$ cat config.mk
export PLATFORM = sky130hd
export DESIGN_NAME = regfile_sb
export DESIGN_NICKNAME = d
export VERILOG_FILES = /design/src/rtl/regfile_pkg.sv /design/src/rtl/regfile_rport.sv /design/src/rtl/regfile_sb.sv
export SDC_FILE = /design/constraint.sdc
export NUM_CORES = 2
export LEC_CHECK = 0
export CORE_ASPECT_RATIO = 0.6
export CORE_MARGIN = 3
export CORE_UTILIZATION = 67
export DETAILED_ROUTE_END_ITERATION = 7
export HOLD_SLACK_MARGIN = 0.02
export PLACE_DENSITY_LB_ADDON = 0.08
export SYNTH_ARGS = -nofsm -noshare
export SYNTH_HDL_FRONTEND = slang
export SYNTH_SLANG_ARGS = --single-unit
$ cat constraint.sdc
create_clock -name clk -period 61.1 [get_ports clk]
set_input_delay 12.22 -clock clk [delete_from_list [all_inputs] [get_ports clk]]
set_output_delay 12.22 -clock clk [all_outputs]
set_load 0.005 [all_outputs]
$ cat src/rtl/regfile_pkg.sv
// Shared definitions for the scoreboarded register file: default sizes,
// address-width helper and common data types.
package regfile_pkg;

   localparam int XLEN_DEF  = 32;
   localparam int NREGS_DEF = 32;

   function automatic int clog2(input int n);
      int r;
      r = 0;
      while ((1 << r) < n) r++;
      return r;
   endfunction

   localparam int AW_DEF = clog2(NREGS_DEF);

   typedef logic [AW_DEF-1:0]   reg_addr_t;
   typedef logic [XLEN_DEF-1:0] xlen_t;

endpackage

$ cat src/rtl/regfile_rport.sv
// One read port: zero-register override, then same-cycle forwarding from the
// ALU port, then from the load port, else the stored value.
module regfile_rport
   import regfile_pkg::*;
#(
   parameter int XLEN     = XLEN_DEF,
   parameter int AW       = AW_DEF,
   parameter int BYPASS   = 1,
   parameter int ZERO_REG = 1
) (
   input  logic [AW-1:0]   i_addr,
   input  logic [XLEN-1:0] i_stored,
   input  logic            i_busy,
   input  logic            i_w_en,
   input  logic [AW-1:0]   i_w_addr,
   input  logic [XLEN-1:0] i_w_data,
   input  logic            i_l_en,
   input  logic [AW-1:0]   i_l_addr,
   input  logic [XLEN-1:0] i_l_data,
   output logic [XLEN-1:0] o_data,
   output logic            o_busy
);

   logic w_zero;
   logic w_hit_w;
   logic w_hit_l;

   assign w_zero  = (ZERO_REG != 0) && (i_addr == '0);
   assign w_hit_w = (BYPASS != 0) && i_w_en && (i_w_addr == i_addr);
   assign w_hit_l = (BYPASS != 0) && i_l_en && (i_l_addr == i_addr);

   always_comb begin
      o_data = i_stored;
      if (w_zero)       o_data = '0;
      else if (w_hit_w) o_data = i_w_data;
      else if (w_hit_l) o_data = i_l_data;
      // A load landing this cycle is visible through the bypass, so the
      // consumer need not stall on it.
      o_busy = i_busy & ~w_hit_l & ~w_zero;
   end

endmodule

$ cat src/rtl/regfile_sb.sv
// Register file with two write ports (ALU, load), NRD bypassed read ports and
// a per-register pending-load scoreboard for RAW hazard detection.
module regfile_sb
   import regfile_pkg::*;
#(
   parameter int XLEN     = XLEN_DEF,
   parameter int NREGS    = NREGS_DEF,
   parameter int NRD      = 2,
   parameter int BYPASS   = 1,
   parameter int ZERO_REG = 1,
   localparam int AW      = clog2(NREGS)
) (
   input  logic                clk,
   input  logic                reset,
   input  logic                w_en,
   input  logic [AW-1:0]       w_addr,
   input  logic [XLEN-1:0]     w_data,
   input  logic                l_en,
   input  logic [AW-1:0]       l_addr,
   input  logic [XLEN-1:0]     l_data,
   input  logic                sb_set,
   input  logic [AW-1:0]       sb_addr,
   input  logic [NRD*AW-1:0]   rd_addr,
   output logic [NRD*XLEN-1:0] rd_data,
   output logic [NRD-1:0]      rd_busy,
   output logic [NREGS-1:0]    busy_vec,
   output logic                wr_collide
);

   logic [XLEN-1:0]  r_regs [NREGS];
   logic [NREGS-1:0] r_busy;
   logic             r_collide;

   logic [NREGS-1:0] w_wr0;
   logic [NREGS-1:0] w_wr1;
   logic [NREGS-1:0] w_busy_nxt;
   logic             w_collide;

   always_comb begin
      w_wr0      = '0;
      w_wr1      = '0;
      w_busy_nxt = r_busy;
      for (int i = 0; i < NREGS; i++) begin
         if (!((ZERO_REG != 0) && (i == 0))) begin
            w_wr0[i] = w_en && (w_addr == AW'(i));
            w_wr1[i] = l_en && (l_addr == AW'(i));
            // A new load issue outranks the completion of the previous one.
            if (sb_set && (sb_addr == AW'(i)))    w_busy_nxt[i] = 1'b1;
            else if (l_en && (l_addr == AW'(i))) w_busy_nxt[i] = 1'b0;
         end
      end
   end

   assign w_collide = w_en && l_en && (w_addr == l_addr) &&
                      !((ZERO_REG != 0) && (w_addr == '0));

   always_ff @(posedge clk or posedge reset) begin
      if (reset) begin
         for (int i = 0; i < NREGS; i++) r_regs[i] <= '0;
         r_busy    <= '0;
         r_collide <= 1'b0;
      end else begin
         for (int i = 0; i < NREGS; i++) begin
            if (w_wr0[i])      r_regs[i] <= w_data;
            else if (w_wr1[i]) r_regs[i] <= l_data;
         end
         r_busy    <= w_busy_nxt;
         r_collide <= w_collide;
      end
   end

   assign busy_vec   = r_busy;
   assign wr_collide = r_collide;

   for (genvar k = 0; k < NRD; k++) begin : g_rd
      logic [AW-1:0] w_ra;
      assign w_ra = rd_addr[k*AW +: AW];

      regfile_rport #(
         .XLEN     (XLEN),
         .AW       (AW),
         .BYPASS   (BYPASS),
         .ZERO_REG (ZERO_REG)
      ) u_rport (
         .i_addr   (w_ra),
         .i_stored (r_regs[w_ra]),
         .i_busy   (r_busy[w_ra]),
         .i_w_en   (w_en),
         .i_w_addr (w_addr),
         .i_w_data (w_data),
         .i_l_en   (l_en),
         .i_l_addr (l_addr),
         .i_l_data (l_data),
         .o_data   (rd_data[k*XLEN +: XLEN]),
         .o_busy   (rd_busy[k])
      );
   end

endmodule
[Word level (Yosys, flattened, before mapping)]
Cells that the tools add are included.
Operators by class
  multiplexer cells: 140
  $lt $le $gt $ge: 4
  bitwise operators: 10
  eq/ne operators: 98
  reductions and logical operators: 166
Operators by type and width (number)
  $mux 32: 72
  $bmux 32 s5: 2
  $eq 5x5->1 const B: 48
  $reduce_bool 2->1: 62
  $eq 5x4->1 const B: 24
  $logic_and 1x1->1: 100
  $mux 1: 64
  $eq 5x3->1 const B: 12
  $eq 5x2->1 const B: 6
  $eq 5x5->1: 5
  $eq 5x1->1 const B: 3
  $logic_not 5->1: 3
  $ge 6x6->1 const B: 2
  $lt 5x6->1 const B: 2
  $not 5->6: 2
  $bmux 1 s5: 2
  $and 1x1->1: 4
  $not 1->1: 4
  $logic_not 1->1: 1
Word-level totals
  word-level logic and storage cells: 481
  input bits: 94
  register bits after elaboration: 1024
  output and inout port bits: 99

[Longest topological paths before layout]
  word-level depth: 7
  gate-level depth with buffers: 10
  depth with buffers taken out: 5

[By module]
From an unflattened synthesis, not the netlist that was laid out.
Unflattened totals
  cell total of the unflattened synthesis: 6459
  area total of the unflattened synthesis: 66909.2 µm²
Modules (own cells, without submodules)
  regfile_sb: area each 64351.7 µm², seq. area each 25624.6 µm², instances 1, cells an instance 6103
  regfile_rport: area each 1278.7 µm², seq. area each 0.0 µm², instances 2, cells an instance 178

[Worst setup path before layout]
Ideal clock, no wire load.
  path kind: input-to-output
  start: input rd_addr[5]
  end: output rd_busy[1]
  data required time: 48880 ps
  arrival time: 13949 ps
  buffers on the path: 4
  stages on the path: 8
  slack: 34931 ps
  cell sequence: buf_2 -> buf_4 -> buf_4 -> mux4_2 -> mux2_2 -> o211ai_1 -> nor3_1 -> buf_4
Between the ends
  cells in the longest elaborated chain, start to end: 5
  elaborated cells between the ends (all ways): 9
  classes of those cells: 1 x eq/ne; 2 x mux; 4 x bitwise; 2 x reduce/logical
RTL lines
  from (decl): RTL line regfile_sb.sv:23  | input logic [NRD*AW-1:0] rd_addr,
  parallel branches: the longest is 4 deep, another holds $bmux 1 s5
  $and 1x1->1 *: RTL line regfile_rport.sv:39  | o_busy = i_busy & ~w_hit_l & ~w_zero;
  to (decl): RTL line regfile_sb.sv:25  | output logic [NRD-1:0] rd_busy,
Every way passes the cells marked *. The select of a mux whose other input is x is not followed.

[Worst setup path after layout]
  start: input rd_addr[7]
  end: output rd_data[45]
Between the ends
  cells in the longest elaborated chain, start to end: 7
  elaborated cells between the ends (all ways): 12
  classes of those cells: 2 x eq/ne; 6 x mux; 1 x bitwise; 3 x reduce/logical
RTL lines
  $not 5->6 (implied by the code): RTL line regfile_sb.sv:86  | .i_stored (r_regs[w_ra]),
  $bmux 32 s5: RTL line regfile_sb.sv:86
  $mux 32 (implied by the code) (2 in a row): RTL line regfile_sb.sv:86
  $mux 32: RTL line regfile_rport.sv:36  | else if (w_hit_l) o_data = i_l_data;
  $mux 32: RTL line regfile_rport.sv:35  | else if (w_hit_w) o_data = i_w_data;
  $mux 32 *: RTL line regfile_rport.sv:34  | if (w_zero) o_data = '0;
  to (decl): RTL line regfile_sb.sv:24  | output logic [NRD*XLEN-1:0] rd_data,
Mark *: on every way between the ends. The rest lies on a longest branch, timed or not. The select of a mux whose other input is x is not followed.

==> summary.md <==
| Metric | Value |
|---|---|
| Summed area of non-filler cells in the final layout | 70600 µm² |
| Number of enable-type register cells in the synthesized netlist | 0 |
| Post-detailed-route count of antenna-violating nets | 0 |
| Share of async-settable or async-resettable flops after synthesis | 100% |
| Critical setup path kind | in2out |
| Count of pins on the block boundary | 193 |
| IR Drop Worst-Case VDD | 29.6 µV |
| Setup repair after global routing missed its margin | no |
| Gp weighted congestion | 0.980 |
| First-pass GRT wire length | 382000 µm |
| Path class of the lowest-slack min-delay path | reg2reg |
| Cell-internal power | 0.00154 W |
| Avg Cell Area, Syn | 10.4 µm² |
| Worst setup skew after layout | 0 ns |
| Status | complete, but fails checks |
| Overall Power | 0.00232 W |
| Crit. path cell count | 9 |
| CTS Root Buffer Type | sky130_fd_sc_hd__clkbuf_16 |
| Max-Cap Viols | 3 |
| Number of cells produced by synthesis | 6307 |
| Core Area | 96600 µm² |
| Arrival time at the worst endpoint | 17.40 ns |
| Maximum level of the CTS H-tree | 3 |
| Max Freq | 33.8 MHz |
| Share of the cycle needed by the critical path after routing | 48.5% |
| Routed Wire Length | 267000 µm |
| Total clock sinks | 1024 |
| Post-synthesis net count | 6401 |
| DRC violation count after routing | 81 |
| Placed inst area | 67300 µm² |
| Synthesis-to-layout area growth | 7.67% |
| First-iteration detailed-routing DRC count | 10800 |
| Final hold violation count | 0 |
| Most frequent cell on the critical path | sky130_fd_sc_hd__buf_4 |
| Synthesized flop and latch total | 1024 |
| Clock Tree Buf Depth | 3 |
| Kind of cell with the highest combined delay on the critical path | buffers and inverters |
| Clock latency at the later pin of the worst-skew pair | 0.72 ns |
| Power per cell area | 32.8 nW/µm² |
| Combinational share of power | 28.2% |
| Slew of the pin with the lowest slew margin | 1.62 ns |
| Final setup violating endpoints | 0 |
| Vias | 57300 |
| Detailed Routing Iterations Pass 1 | 8 |
| Worst Setup Slack, final | 31.48 ns |
| Cell depth of the worst hold path | 1 |
| Via count of the first global-routing pass | 53700 |
| Violations in the final reports | design-rule violations, max-capacitance violations, max-slew violations |
| Power share of the clock group | 27.7% |
| CP Launch Type | primary input |
| Final core occ | 73.1% |
| Pin count of the biggest net entering global routing | 139 |
| Placement Setup Slack | 31.96 ns |
| TritonCTS clock tree | done |
| Nets | 6061 |
| Sw Ratio | 33.5% |
| DR vias/cell | 7.79 |
| Die width | 410 µm |
| Die Footprint | 102000 µm² |
| Post-cts hold buffer count | 0 |
| Switching power total | 0.000775 W |
| Count of different cell masters after synthesis | 67 |
| Most used flip-flop cell after synthesis | sky130_fd_sc_hd__dfrtp_1 |
| Slew Viols, Final | 22 |
| Final routed wire length divided by cell count | 36.2 µm |
| Number of buffer and inverter instances along the worst setup path | 4 |
| Row cnt | 88 |
| Clock-pin slew of the registers on the worst-case setup and hold paths | 0.07 ns |
| Tmin final | 29.62 ns |
| Layout cells sized above 1 | 16.3% |
| Relative slew slack | -7.81% |
| Fraction of power consumed by sequential logic | 44.0% |
| Worst R2R Path Depth | 2 |
| Critical path, cell by cell | buf_8 > buf_4 > buf_4 > xnor2_1 > nand4_1 > nor2_4 > nor3_1 > o21ai_0 > clkdlybuf4s50_1 |
| Combined area of all synthesized cells | 65500 µm² |
| Count of buffers from port buffering | 191 |
| TNS Setup | 0 ns |
| Worst Setup End Kind | primary output |
| Grt ovf | 0 |
| Global-route total usage across every layer | 52.0% |
| Largest incremental delay on the critical path | 0.93 ns |
| LEAKAGE | 30.0 nW |
| Starting density of the core | 67.9% |
| Y dimension of the die | 248 µm |
| Detailed-placement wirelength estimate | 155000 µm |
| Crit path required time | 48.88 ns |
| CP Max Fanout | 56 |
| Setup fix buffers added after clock tree synthesis | 0 |
| Cts bufs inserted | 99 |
| Synth Warn # | 0 |
| Sequential-to-total area share from yosys stat | 39.1% |
| CTS resizes | 0 |
| Highest-delay cell along the critical path | sky130_fd_sc_hd__nor2_4 |
| Number of antenna violations at the first check in global routing | 21 |
-- path summary, 6_finish.rpt --
kind / start / endpoint / slack, ns
max: rd_addr[7] / rd_data[45] / 31.48
min: busy_vec[2] / busy_vec[2] / 0.57
max reg2reg: r_regs[988] / r_regs[988] / 60.16
min reg2reg: busy_vec[2] / busy_vec[2] / 0.57
max in group asynchronous: reset / r_regs[41] / 44.57
min in group asynchronous: reset / r_regs[412] / 12.18
-- layout by cell type (no fill, tap or decap), types with 11 or more instances in the layout --
cell / count
sky130_fd_sc_hd__mux2i_1: 1052
sky130_fd_sc_hd__dfrtp_1: 1024
sky130_fd_sc_hd__nor2_1: 552
sky130_fd_sc_hd__nand2_1: 546
sky130_fd_sc_hd__a21oi_1: 526
sky130_fd_sc_hd__o21ai_0: 520
sky130_fd_sc_hd__mux4_2: 458
sky130_fd_sc_hd__clkdlybuf4s50_1: 181
sky130_fd_sc_hd__buf_4: 171
sky130_fd_sc_hd__clkbuf_16: 101
sky130_fd_sc_hd__a221oi_1: 97
sky130_fd_sc_hd__a22oi_1: 85
sky130_fd_sc_hd__mux2_2: 81
sky130_fd_sc_hd__nor3_1: 67
sky130_fd_sc_hd__o21ai_1: 60
sky130_fd_sc_hd__nor2b_1: 48
sky130_fd_sc_hd__o221ai_1: 44
sky130_fd_sc_hd__nand4_1: 32
sky130_fd_sc_hd__clkinv_2: 25
sky130_fd_sc_hd__nor2_4: 24
sky130_fd_sc_hd__a22o_1: 22
sky130_fd_sc_hd__clkbuf_8: 21
sky130_fd_sc_hd__nand2_2: 20
sky130_fd_sc_hd__xnor2_1: 18
sky130_fd_sc_hd__inv_1: 16
sky130_fd_sc_hd__clkbuf_1: 16
sky130_fd_sc_hd__nand2b_1: 15
sky130_fd_sc_hd__o22ai_1: 15
sky130_fd_sc_hd__diode_2: 13
sky130_fd_sc_hd__o22a_1: 13
sky130_fd_sc_hd__a32oi_1: 13
sky130_fd_sc_hd__a31oi_1: 12
sky130_fd_sc_hd__nand3_1: 11
-- synthesized netlist by cell type, drive strengths merged, types with 2 or more instances --
library cell	n	area, µm²
a2111oi	2	17.5
a21oi	526	2630
a221oi	107	1000
a22o	22	193
a22oi	85	638
a311oi	6	52.6
a31oi	12	75.1
a32oi	13	114
a41oi	6	52.6
and2	7	43.8
and3	4	25.0
and3b	3	26.3
buf	307	1670
clkbuf	498	1870
dfrtp	1024	25600
inv	17	63.8
mux2	81	912
mux2i	1052	10500
mux4	458	10300
nand2	570	2140
nand2b	17	106
nand3	15	75.1
nand4	33	213
nand4b	4	35.0
nor2	578	2190
nor2b	54	338
nor3	72	387
nor3b	5	48.8
nor4	8	71.3
nor4b	6	52.6
o2111ai	2	17.5
o211ai	2	20.0
o21ai	580	2900
o221ai	44	385
o22a	13	114
o22ai	15	93.8
o31a	9	78.8
or2	9	56.3
or3	8	50.1
or4	2	15.0
xnor2	20	190
xor2	4	35.0
-- area by class of cell --
cell class / count / area (µm²)
repair buffers: 364 / 3260
diodes: 13 / 32.5
well taps: 1305 / 1630
multi-input cells: 4461 / 36700
clock buffers: 138 / 2880
fillers: 6847 / 26000
clock inverters: 41 / 378
flip-flops and latches: 1024 / 25600
inverters: 17 / 71.3
-- metrics by stage --
| stage | hold WS (ns) | cells |
|---|---|---|
| 3_3_place_gp | 0.548 | 7171 |
| 3_5_place_dp | 0.547 | 7171 |
| 4_1_cts | 0.568 | 7350 |
| 6_report | 0.569 | 7363 |
| 2_1_floorplan | 0.506 | 6307 |
| 5_1_grt | 0.597 | 7356 |
-- sequential cells by signal (all words and copies together), names as in the netlist --
name        count
busy_vec       31
r_regs        992
wr_collide      1
-- cell families (layout without fill, tap and decap cells) --
family	Yosys count	after routing	share of synthesized area (%)
AND/OR/NAND/NOR	1397	1397	8.99
XOR/XNOR	24	24	0.344
flip-flops	1024	1024	39.1
other	1	14	0.00572
buffers and inverters	822	560	5.51
multiplexers	1591	1591	33.2
AO/OA/AOI/OAI	1448	1448	12.9
-- per-layer routing --
layer	wire, µm	global-route usage, %	up-vias
met4	19900	29.4	30
met1	90800	66.6	27800
met3	53800	32.1	1507
li1	-	-	22400
met2	101000	66.6	5626
met5	594	3.59	-
-- power by group through the flow --
stage	registers, W	clock network (W)	logic [W]
2_1_floorplan	0.000962	0	0.000456
3_3_place_gp	0.00100	0	0.000605
3_5_place_dp	0.00101	0	0.000626
4_1_cts	0.00101	0.000637	0.000627
5_1_grt	0.00103	0.000664	0.000690
6_report	0.00102	0.000643	0.000654
No activity file was read; power rests on OpenSTA's default activity.
